## src/rtl/shifter_pkg.sv

```systemverilog
// Shared definitions for the iterative shifter: mode encodings, FSM states
// and the pass-mode decode used by both the controller and the step datapath.
package shifter_pkg;

    localparam logic [2:0] MODE_PASS = 3'b000;
    localparam logic [2:0] MODE_SLL  = 3'b001;
    localparam logic [2:0] MODE_SRA  = 3'b010;
    localparam logic [2:0] MODE_SRL  = 3'b011;
    localparam logic [2:0] MODE_ROL  = 3'b100;
    localparam logic [2:0] MODE_ROR  = 3'b101;

    typedef enum logic [1:0] {
        ST_IDLE  = 2'd0,
        ST_SHIFT = 2'd1,
        ST_DONE  = 2'd2
    } state_t;

    // 000, 110 and 111 all leave the operand untouched.
    function automatic logic is_pass(input logic [2:0] m);
        return !(m == MODE_SLL || m == MODE_SRL || m == MODE_SRA ||
                 m == MODE_ROL || m == MODE_ROR);
    endfunction

endpackage

```

## src/rtl/shift_step.sv

```systemverilog
// One combinational shift step of 0..STEP positions, returning the shifted
// accumulator and the last bit that left it (or wrapped round, for rotates).
module shift_step
    import shifter_pkg::*;
#(
    parameter  int WIDTH = 16,
    parameter  int STEP  = 4,
    localparam int AW    = $clog2(STEP + 1)
) (
    input  logic [WIDTH-1:0] acc,
    input  logic [2:0]       mode_q,
    input  logic [AW-1:0]    amount,
    output logic [WIDTH-1:0] acc_next,
    output logic             carry
);

    // One extra bit on the exit side captures the last bit shifted out.
    logic [WIDTH:0]   left_w;
    logic [WIDTH:0]   right_w;
    logic [WIDTH:0]   sra_w;
    logic [WIDTH-1:0] rol_w;
    logic [WIDTH-1:0] ror_w;

    assign left_w  = {1'b0, acc} << amount;
    assign right_w = {acc, 1'b0} >> amount;
    assign sra_w   = $signed({acc, 1'b0}) >>> amount;
    assign rol_w   = (acc << amount) | (acc >> (WIDTH - int'(amount)));
    assign ror_w   = (acc >> amount) | (acc << (WIDTH - int'(amount)));

    always_comb begin
        acc_next = acc;
        carry    = 1'b0;
        if (amount != '0) begin
            case (mode_q)
                MODE_SLL: begin acc_next = left_w[WIDTH-1:0]; carry = left_w[WIDTH];  end
                MODE_SRL: begin acc_next = right_w[WIDTH:1];  carry = right_w[0];     end
                MODE_SRA: begin acc_next = sra_w[WIDTH:1];    carry = sra_w[0];       end
                MODE_ROL: begin acc_next = rol_w;             carry = rol_w[0];       end
                MODE_ROR: begin acc_next = ror_w;             carry = ror_w[WIDTH-1]; end
                default:  begin acc_next = acc;               carry = 1'b0;           end
            endcase
        end
    end

endmodule

```

## src/rtl/iter_shifter.sv

```systemverilog
// Multi-cycle barrel shifter: shifts up to STEP positions per clock with a
// valid/ready request port and a held result port.
module iter_shifter
    import shifter_pkg::*;
#(
    parameter int WIDTH = 16,
    parameter int STEP  = 4
) (
    input  logic                     clk,
    input  logic                     rst_n,
    input  logic                     in_valid,
    output logic                     in_ready,
    input  logic [2:0]               mode,
    input  logic [$clog2(WIDTH)-1:0] shamt,
    input  logic [WIDTH-1:0]         data,
    output logic                     out_valid,
    input  logic                     out_ready,
    output logic [WIDTH-1:0]         out,
    output logic                     carry_out,
    output logic                     busy
);

    localparam int SW = $clog2(WIDTH);
    localparam int CW = $clog2(WIDTH + 1);
    localparam int AW = $clog2(STEP + 1);

    if (WIDTH < 2 || WIDTH > 64) begin : g_bad_width
        $error("iter_shifter: WIDTH must be in 2..64");
    end
    if (STEP < 1 || STEP > WIDTH) begin : g_bad_step
        $error("iter_shifter: STEP must be in 1..WIDTH");
    end

    state_t           state_q, state_d;
    logic [WIDTH-1:0] acc_q, acc_d;
    logic [SW-1:0]    cnt_q, cnt_d;
    logic [2:0]       mode_q, mode_d;
    logic             carry_q, carry_d;

    logic [CW-1:0]    cnt_ext;
    logic [CW-1:0]    step_w;
    logic [CW-1:0]    step_sel;
    logic [AW-1:0]    step_amt;
    logic [WIDTH-1:0] step_acc;
    logic             step_carry;
    logic             last_step;

    assign cnt_ext   = CW'(cnt_q);
    assign step_w    = CW'(STEP);
    assign last_step = (cnt_ext <= step_w);
    assign step_sel  = last_step ? cnt_ext : step_w;
    assign step_amt  = AW'(step_sel);

    shift_step #(
        .WIDTH (WIDTH),
        .STEP  (STEP)
    ) u_step (
        .acc      (acc_q),
        .mode_q   (mode_q),
        .amount   (step_amt),
        .acc_next (step_acc),
        .carry    (step_carry)
    );

    // in_ready is gated by rst_n so it stays low for the whole reset pulse.
    assign in_ready  = rst_n && ((state_q == ST_IDLE) ||
                                 ((state_q == ST_DONE) && out_ready));
    assign out_valid = (state_q == ST_DONE);
    assign busy      = (state_q == ST_SHIFT);
    assign out       = acc_q;
    assign carry_out = carry_q;

    always_comb begin
        state_d = state_q;
        acc_d   = acc_q;
        cnt_d   = cnt_q;
        mode_d  = mode_q;
        carry_d = carry_q;
        case (state_q)
            ST_SHIFT: begin
                acc_d   = step_acc;
                carry_d = step_carry;
                cnt_d   = SW'(cnt_ext - step_sel);
                if (last_step) state_d = ST_DONE;
            end
            ST_DONE: begin
                if (out_ready && !in_valid) state_d = ST_IDLE;
            end
            default: ;
        endcase
        // Acceptance also covers DONE with out_ready, giving back-to-back issue.
        if (in_valid && in_ready) begin
            acc_d   = data;
            mode_d  = mode;
            cnt_d   = shamt;
            carry_d = 1'b0;
            state_d = (shamt == '0 || is_pass(mode)) ? ST_DONE : ST_SHIFT;
        end
    end

    always_ff @(posedge clk or negedge rst_n) begin
        if (!rst_n) begin
            state_q <= ST_IDLE;
            acc_q   <= '0;
            cnt_q   <= '0;
            mode_q  <= '0;
            carry_q <= 1'b0;
        end else begin
            state_q <= state_d;
            acc_q   <= acc_d;
            cnt_q   <= cnt_d;
            mode_q  <= mode_d;
            carry_q <= carry_d;
        end
    end

endmodule
```

## config.mk

```make
export PLATFORM = sky130hd
export DESIGN_NAME = iter_shifter
export DESIGN_NICKNAME = d
export VERILOG_FILES = /design/src/rtl/shifter_pkg.sv /design/src/rtl/shift_step.sv /design/src/rtl/iter_shifter.sv
export SDC_FILE = /design/constraint.sdc
export NUM_CORES = 1
export LEC_CHECK = 0
export CAP_MARGIN = 15
export CORE_MARGIN = 10
export CORE_UTILIZATION = 55
export DETAILED_ROUTE_END_ITERATION = 7
export PLACE_DENSITY = 0.79
export SETUP_SLACK_MARGIN = 0.4
export SLEW_MARGIN = 10
export SYNTH_ARGS = -nofsm -noshare
export SYNTH_HDL_FRONTEND = slang
export SYNTH_SLANG_ARGS = --single-unit
```

## constraint.sdc

```tcl
create_clock -name clk -period 3.7 [get_ports clk]
set_input_delay 0.74 -clock clk [delete_from_list [all_inputs] [get_ports clk]]
set_output_delay 0.74 -clock clk [all_outputs]
set_load 0.005 [all_outputs]
```

# ---- Word-level counts from Yosys, hierarchy flattened
# Cells that the tools add are included.
dict set report word_totals {
  register_bits 26
  wordCells 68
  inputBits 27
}
dict set report op_classes {
  reduce_logical 21
  bitwise 2
  n_eq_ne 14
  n_mux 16
  magnitude_cmp 1
  addsub 2
  shifts 7
}
# operator count
set op_table {}
lappend op_table {{case mux 16 bit (5 select lines)} 1}
lappend op_table {{two-way mux 16 bit} 3}
lappend op_table {{OR 16 bit} 2}
lappend op_table {{<< shifter 16 x 32 -> 16 bit} 1}
lappend op_table {{>> shifter 16 x 32 -> 16 bit} 1}
lappend op_table {{<< shifter 16 x 3 -> 17 bit} 1}
lappend op_table {{>> shifter 17 x 3 -> 17 bit} 1}
lappend op_table {{>>> shifter 17 x 3 -> 17 bit} 1}
lappend op_table {{<< shifter 16 x 3 -> 16 bit} 1}
lappend op_table {{>> shifter 16 x 3 -> 16 bit} 1}
lappend op_table {{equality test 3 x 2 -> 1 bit, second input constant} 4}
lappend op_table {{equality test 3 bit, second input constant} 4}
lappend op_table {{two-way mux 4 bit} 3}
lappend op_table {{two-way mux 2 bit} 4}
lappend op_table {{equality test 3 x 1 -> 1 bit, second input constant} 2}
lappend op_table {{logical OR 1 bit} 6}
lappend op_table {{inequality test 3 x 1 -> 1 bit, second input constant} 2}
lappend op_table {{AND reduction 3 bit} 2}
lappend op_table {{nonzero test 3 bit} 2}
lappend op_table {{nonzero test 6 bit} 1}
lappend op_table {{subtractor 5 x 3 -> 6 bit, first input constant} 1}
lappend op_table {{case mux 1 bit (5 select lines)} 1}
lappend op_table {{less-or-equal comparator 4 x 3 -> 1 bit, second input constant} 1}
lappend op_table {{logical AND 1 bit} 4}
lappend op_table {{9 further kinds} 13}

# ---- Depth between registers and ports, before layout
dict set report depth {
  ltp_word 9
  mapped_depth 12
  mapped_depth_nobuf 11
}

# ---- By module
# From an unflattened synthesis, not the netlist that was laid out.
dict set report unflattened {
  hier_cells 557
  area_unflattened_um2 4629.4
}
# mod cells_each instances area_per_inst_um2
set modules_own_cells {}
lappend modules_own_cells {shift_step 424 1 3268.1}
lappend modules_own_cells {iter_shifter 133 1 1361.3}

# ---- Worst setup path after synthesis
# No wires, ideal clock.
dict set report synth_timing {
  kind {register to register}
  start {register cnt_q[3]}
  end {register acc_q[14] (netlist: out[14])}
  path_stages_with_launch 12
  arrival_ns 2.802
  required_ns 3.621
  slack_ns 0.819
  path_cell_list {dfrtp_1 or2_1 inv_1 buf_2 buf_1 ha_1 buf_2 inv_1 clkbuf_1 mux4_2 o22ai_1 a2bb2oi_1}
}
dict set report synth_between {
  elab_chain_len 9
  word_cells_on_any_way 19
}
# element line
set synth_rtl {}
lappend synth_rtl {{start, declared} iter_shifter.sv:36} ;# logic [SW-1:0] cnt_q, cnt_d;
lappend synth_rtl {{start signal, assigned} iter_shifter.sv:111} ;# cnt_q <= cnt_d;
lappend synth_rtl {{less-or-equal comparator 4 x 3 -> 1 bit (*)} iter_shifter.sv:50} ;# assign last_step = (cnt_ext <= step_w);
lappend synth_rtl {{two-way mux 4 bit (*)} iter_shifter.sv:51} ;# assign step_sel = last_step ? cnt_ext : step_w;
lappend synth_rtl {{subtractor 5 x 3 -> 6 bit} {shift_step.sv:27, shift_step.sv:28}}
lappend synth_rtl {{<< shifter 16 x 32 -> 16 bit or >> shifter 16 x 32 -> 16 bit (tied branches)} {shift_step.sv:28, shift_step.sv:27}}
lappend synth_rtl {{OR 16 bit, on equally long branches} {shift_step.sv:28, shift_step.sv:27}}
lappend synth_rtl {{case mux 16 bit (5 select lines)} shift_step.sv:34} ;# case (mode_q)
lappend synth_rtl {{two-way mux 16 bit} shift_step.sv:33} ;# if (amount != '0) begin
lappend synth_rtl {{two-way mux 16 bit} iter_shifter.sv:79} ;# case (state_q)
lappend synth_rtl {{two-way mux 16 bit} iter_shifter.sv:92} ;# if (in_valid && in_ready) begin
lappend synth_rtl {{end signal, assigned} iter_shifter.sv:104} ;# acc_q <= '0;
lappend synth_rtl {{end signal, assigned} iter_shifter.sv:110} ;# acc_q <= acc_d;
lappend synth_rtl {{end, declared} iter_shifter.sv:35} ;# logic [WIDTH-1:0] acc_q, acc_d;
# Every way passes the cells marked *; elsewhere a longest branch is shown, timed or not. The select of a mux whose other input is x is not followed.
# A chain may end at the register's enable or synchronous reset.

# ---- Final worst setup path
dict set report layout_timing {
  start {register cnt_q[3]}
  end {register acc_q[6] (netlist: out[6])}
}
# The elaborated chain is that of the path after synthesis.

==> metrics.txt <==
global-route wire length before repair 27,600 um; nets@finish 587; DRT iter0 DRCs 965; vias per cell 7.77; Clock Skew 0.00728 ns; Final Routed Wirelength 18,100 um; Syn Nets 569; synth top area cells dfrtp_1 16%, mux2i_1 7.3%, nand2_1 6.2%, mux4_2 6.2%, o21ai_0 5.2%; register bit total from synthesis 26; final-report setup violation count 0; crit-path max FO 11; Final Core Density 66.1%; Cells after Synth 536; Layout area overhead 14.7%; post-synthesis async set-or-reset flop share 100%; WP data arrival 3.30 ns; reg2reg start cnt_q[3]; CTS Buf Count 3; FMAX 321 MHz; layout cells sized above 1 11.9%; Die ar. 11,000 sq um; routability congestion estimate 1.14; worst skew pair latency 0.29 ns; WL/cell 27.8 um; status finished with violations; post-synth cell types 71; worst r2r path cells 11; sequential area share after synthesis 16.3%; Residual DRC 2; Hold Crit Start state_q[0]; reg2reg end out[6]; Tmin final 3.12 ns; largest area contributor in the netlist dfrtp_1; # rows 30; largest net degree at the start of global routing 43; core footprint 6910 sq um; Initial Util 57.6%; GRT Overall Usage 30.9%; Via Count 5,041; Tcrit/Tclk final 84.3%; CP Launch Type flop; Hold Violations, Final 0; Buffers on Ports 46; die height 105 um; CP endpoint kind flop; R2R Setup Slk 0.58 ns; Clock transition at path regs 0.11 ns; Max Root-Sink Buffers 2; Syn. warnings 0; initial antenna violation count 0; CTS root buf clkbuf_8; Mapped Avg Cell Area 7.43 sq um; Routed Antenna Nets 0; failing checks DRC; Worst slew margin 47.4%; Die W 105 um; TritonCTS clock tree done; worst setup path class reg2reg; # diodes 0; Worst-Margin Slew 0.781 ns; Max Cap Viol 0; number of flops mapped to enable cells by yosys 0; Fill cells 630; Post-synth top flop dfrtp_1; CTS Sinks 26; Yosys top cell area share 16.3%; Hold EP state_q[0]; WP data required 3.88 ns; H-tree lvl count 1; DR pass1 iterations 8; vias in the first global route 4,635; WHS Path Cells 1; count of pins over their slew limit 0; total gr overflow 0; placed wire-length estimate 12,400 um; HP Class reg2reg; Top Ports 47; CTS hold repair buffers 0; RSZ-0062 raised after global routing no; setup TNS 0 ns; cell area after synthesis 3980 sq um
-- timing repair --
item / CTS / global route
setup buffers: 0 / 7
endpoints found under the setup margin: 0 / 3
gates resized for setup: 0 / 1
hold endpoints to repair: 0 / 0
-- synth_stat cells (7+ instances only) --
cell type   n
mux2i_1    29
or3_1       9
nor2_1     29
buf_2      20
mux2_2      9
o22ai_1     9
nand3_1    17
nor4_1      7
inv_1      10
dfrtp_1    26
nor3_1     10
mux4_2     11
clkbuf_1   31
a211o_1     7
nand2_1    66
and3_1     11
a211oi_1   15
o21ai_0    41
a31oi_1    14
o211ai_1    8
a21oi_1    36
nand2b_1    8
-- metrics by stage --
step / area [sq um] / cells / setup WS, ns / hold slack (ns)
6_report: 4560 / 649 / 0.581 / 0.568
5_1_grt: 4560 / 649 / 0.409 / 0.584
3_5_place_dp: 4440 / 638 / 0.462 / 0.536
2_1_floorplan: 3980 / 536 / 0.819 / 0.444
3_3_place_gp: 4440 / 638 / 0.550 / 0.527
4_1_cts: 4510 / 642 / 0.453 / 0.564
-- worst max path at each step --
stage                     startpoint       to  cells after the start
after floorplan             cnt_q[3]  out[14]                     11
after global placement      cnt_q[3]   out[6]                     11
after detailed placement    cnt_q[3]   out[6]                     11
after CTS                   cnt_q[3]   out[6]                     11
after global routing        cnt_q[3]   out[5]                     11
final                       cnt_q[3]   out[6]                     11
-- cell usage in the layout (no fill, tap or decap), types with 4 or more instances in the layout --
| master | instances |
|---|---|
| mux2_2 | 9 |
| a311oi_1 | 4 |
| inv_1 | 10 |
| nor2b_1 | 5 |
| a21oi_1 | 36 |
| o21ai_0 | 41 |
| and2_1 | 5 |
| nor3_1 | 10 |
| o211ai_1 | 8 |
| o22ai_1 | 9 |
| o31ai_1 | 6 |
| a31o_2 | 5 |
| a211oi_1 | 15 |
| nand2b_1 | 8 |
| a211o_1 | 7 |
| nand3_1 | 17 |
| mux4_2 | 11 |
| nand2_1 | 65 |
| clkdlybuf4s50_1 | 46 |
| nand4_1 | 4 |
| a2111oi_0 | 5 |
| nor4_1 | 7 |
| nand3b_1 | 4 |
| dfrtp_1 | 26 |
| o221ai_1 | 6 |
| and3_1 | 11 |
| mux2i_1 | 29 |
| nor2_1 | 29 |
| a31oi_1 | 14 |
| or3_1 | 9 |
| buf_4 | 26 |
| ha_1 | 6 |
| nor4bb_1 | 4 |
-- critical path: stages (launching register included) --
cell       delay, ns
dfrtp_1         0.39
or2_1           0.24
inv_1           0.08
nand2_1         0.18
ha_1            0.25
ha_1            0.33
nand2b_1        0.22
a211oi_1        0.38
nand2_2         0.24
a2111oi_0       0.39
o22ai_1         0.15
a2bb2oi_1       0.16
-- kinds of logic after synthesis --
kind of cell    share of synthesized area [%]
buf+inv                                  7.70
xor+xnor                                0.220
compound gates                           31.3
flops                                    16.3
fa+ha+maj                                1.89
mux                                      17.0
simple gates                             25.4
other cells                            0.0942
-- layout make-up --
cell class / instances / area [sq um] / area share [%]
Clock buffer: 3 / 41.3 / 0.905
Clock inverter: 1 / 30.0 / 0.658
Inverter: 11 / 41.3 / 0.905
Multi-Input combinational cell: 440 / 3030 / 66.3
Sequential cell: 26 / 651 / 14.3
Tap cell: 96 / 120 / 2.63
Timing Repair Buffer: 72 / 656 / 14.4
-- sequential cells by signal, summed over array words and instances, names as in the netlist --
register	count
carry_out	1
state_q	2
cnt_q	4
mode_q	3
out	16
-- metal layers --
layer	track usage [%]	vias up	routed length [um]
li1	-	2086	-
met1	40.6	2245	6480
met2	42.9	563	7090
met3	11.0	147	3030
met4	16.6	0	1450
met5	0	-	0
Power is not shown: default switching activity piles up to over one toggle a cycle in this logic, so the estimate is an artifact.
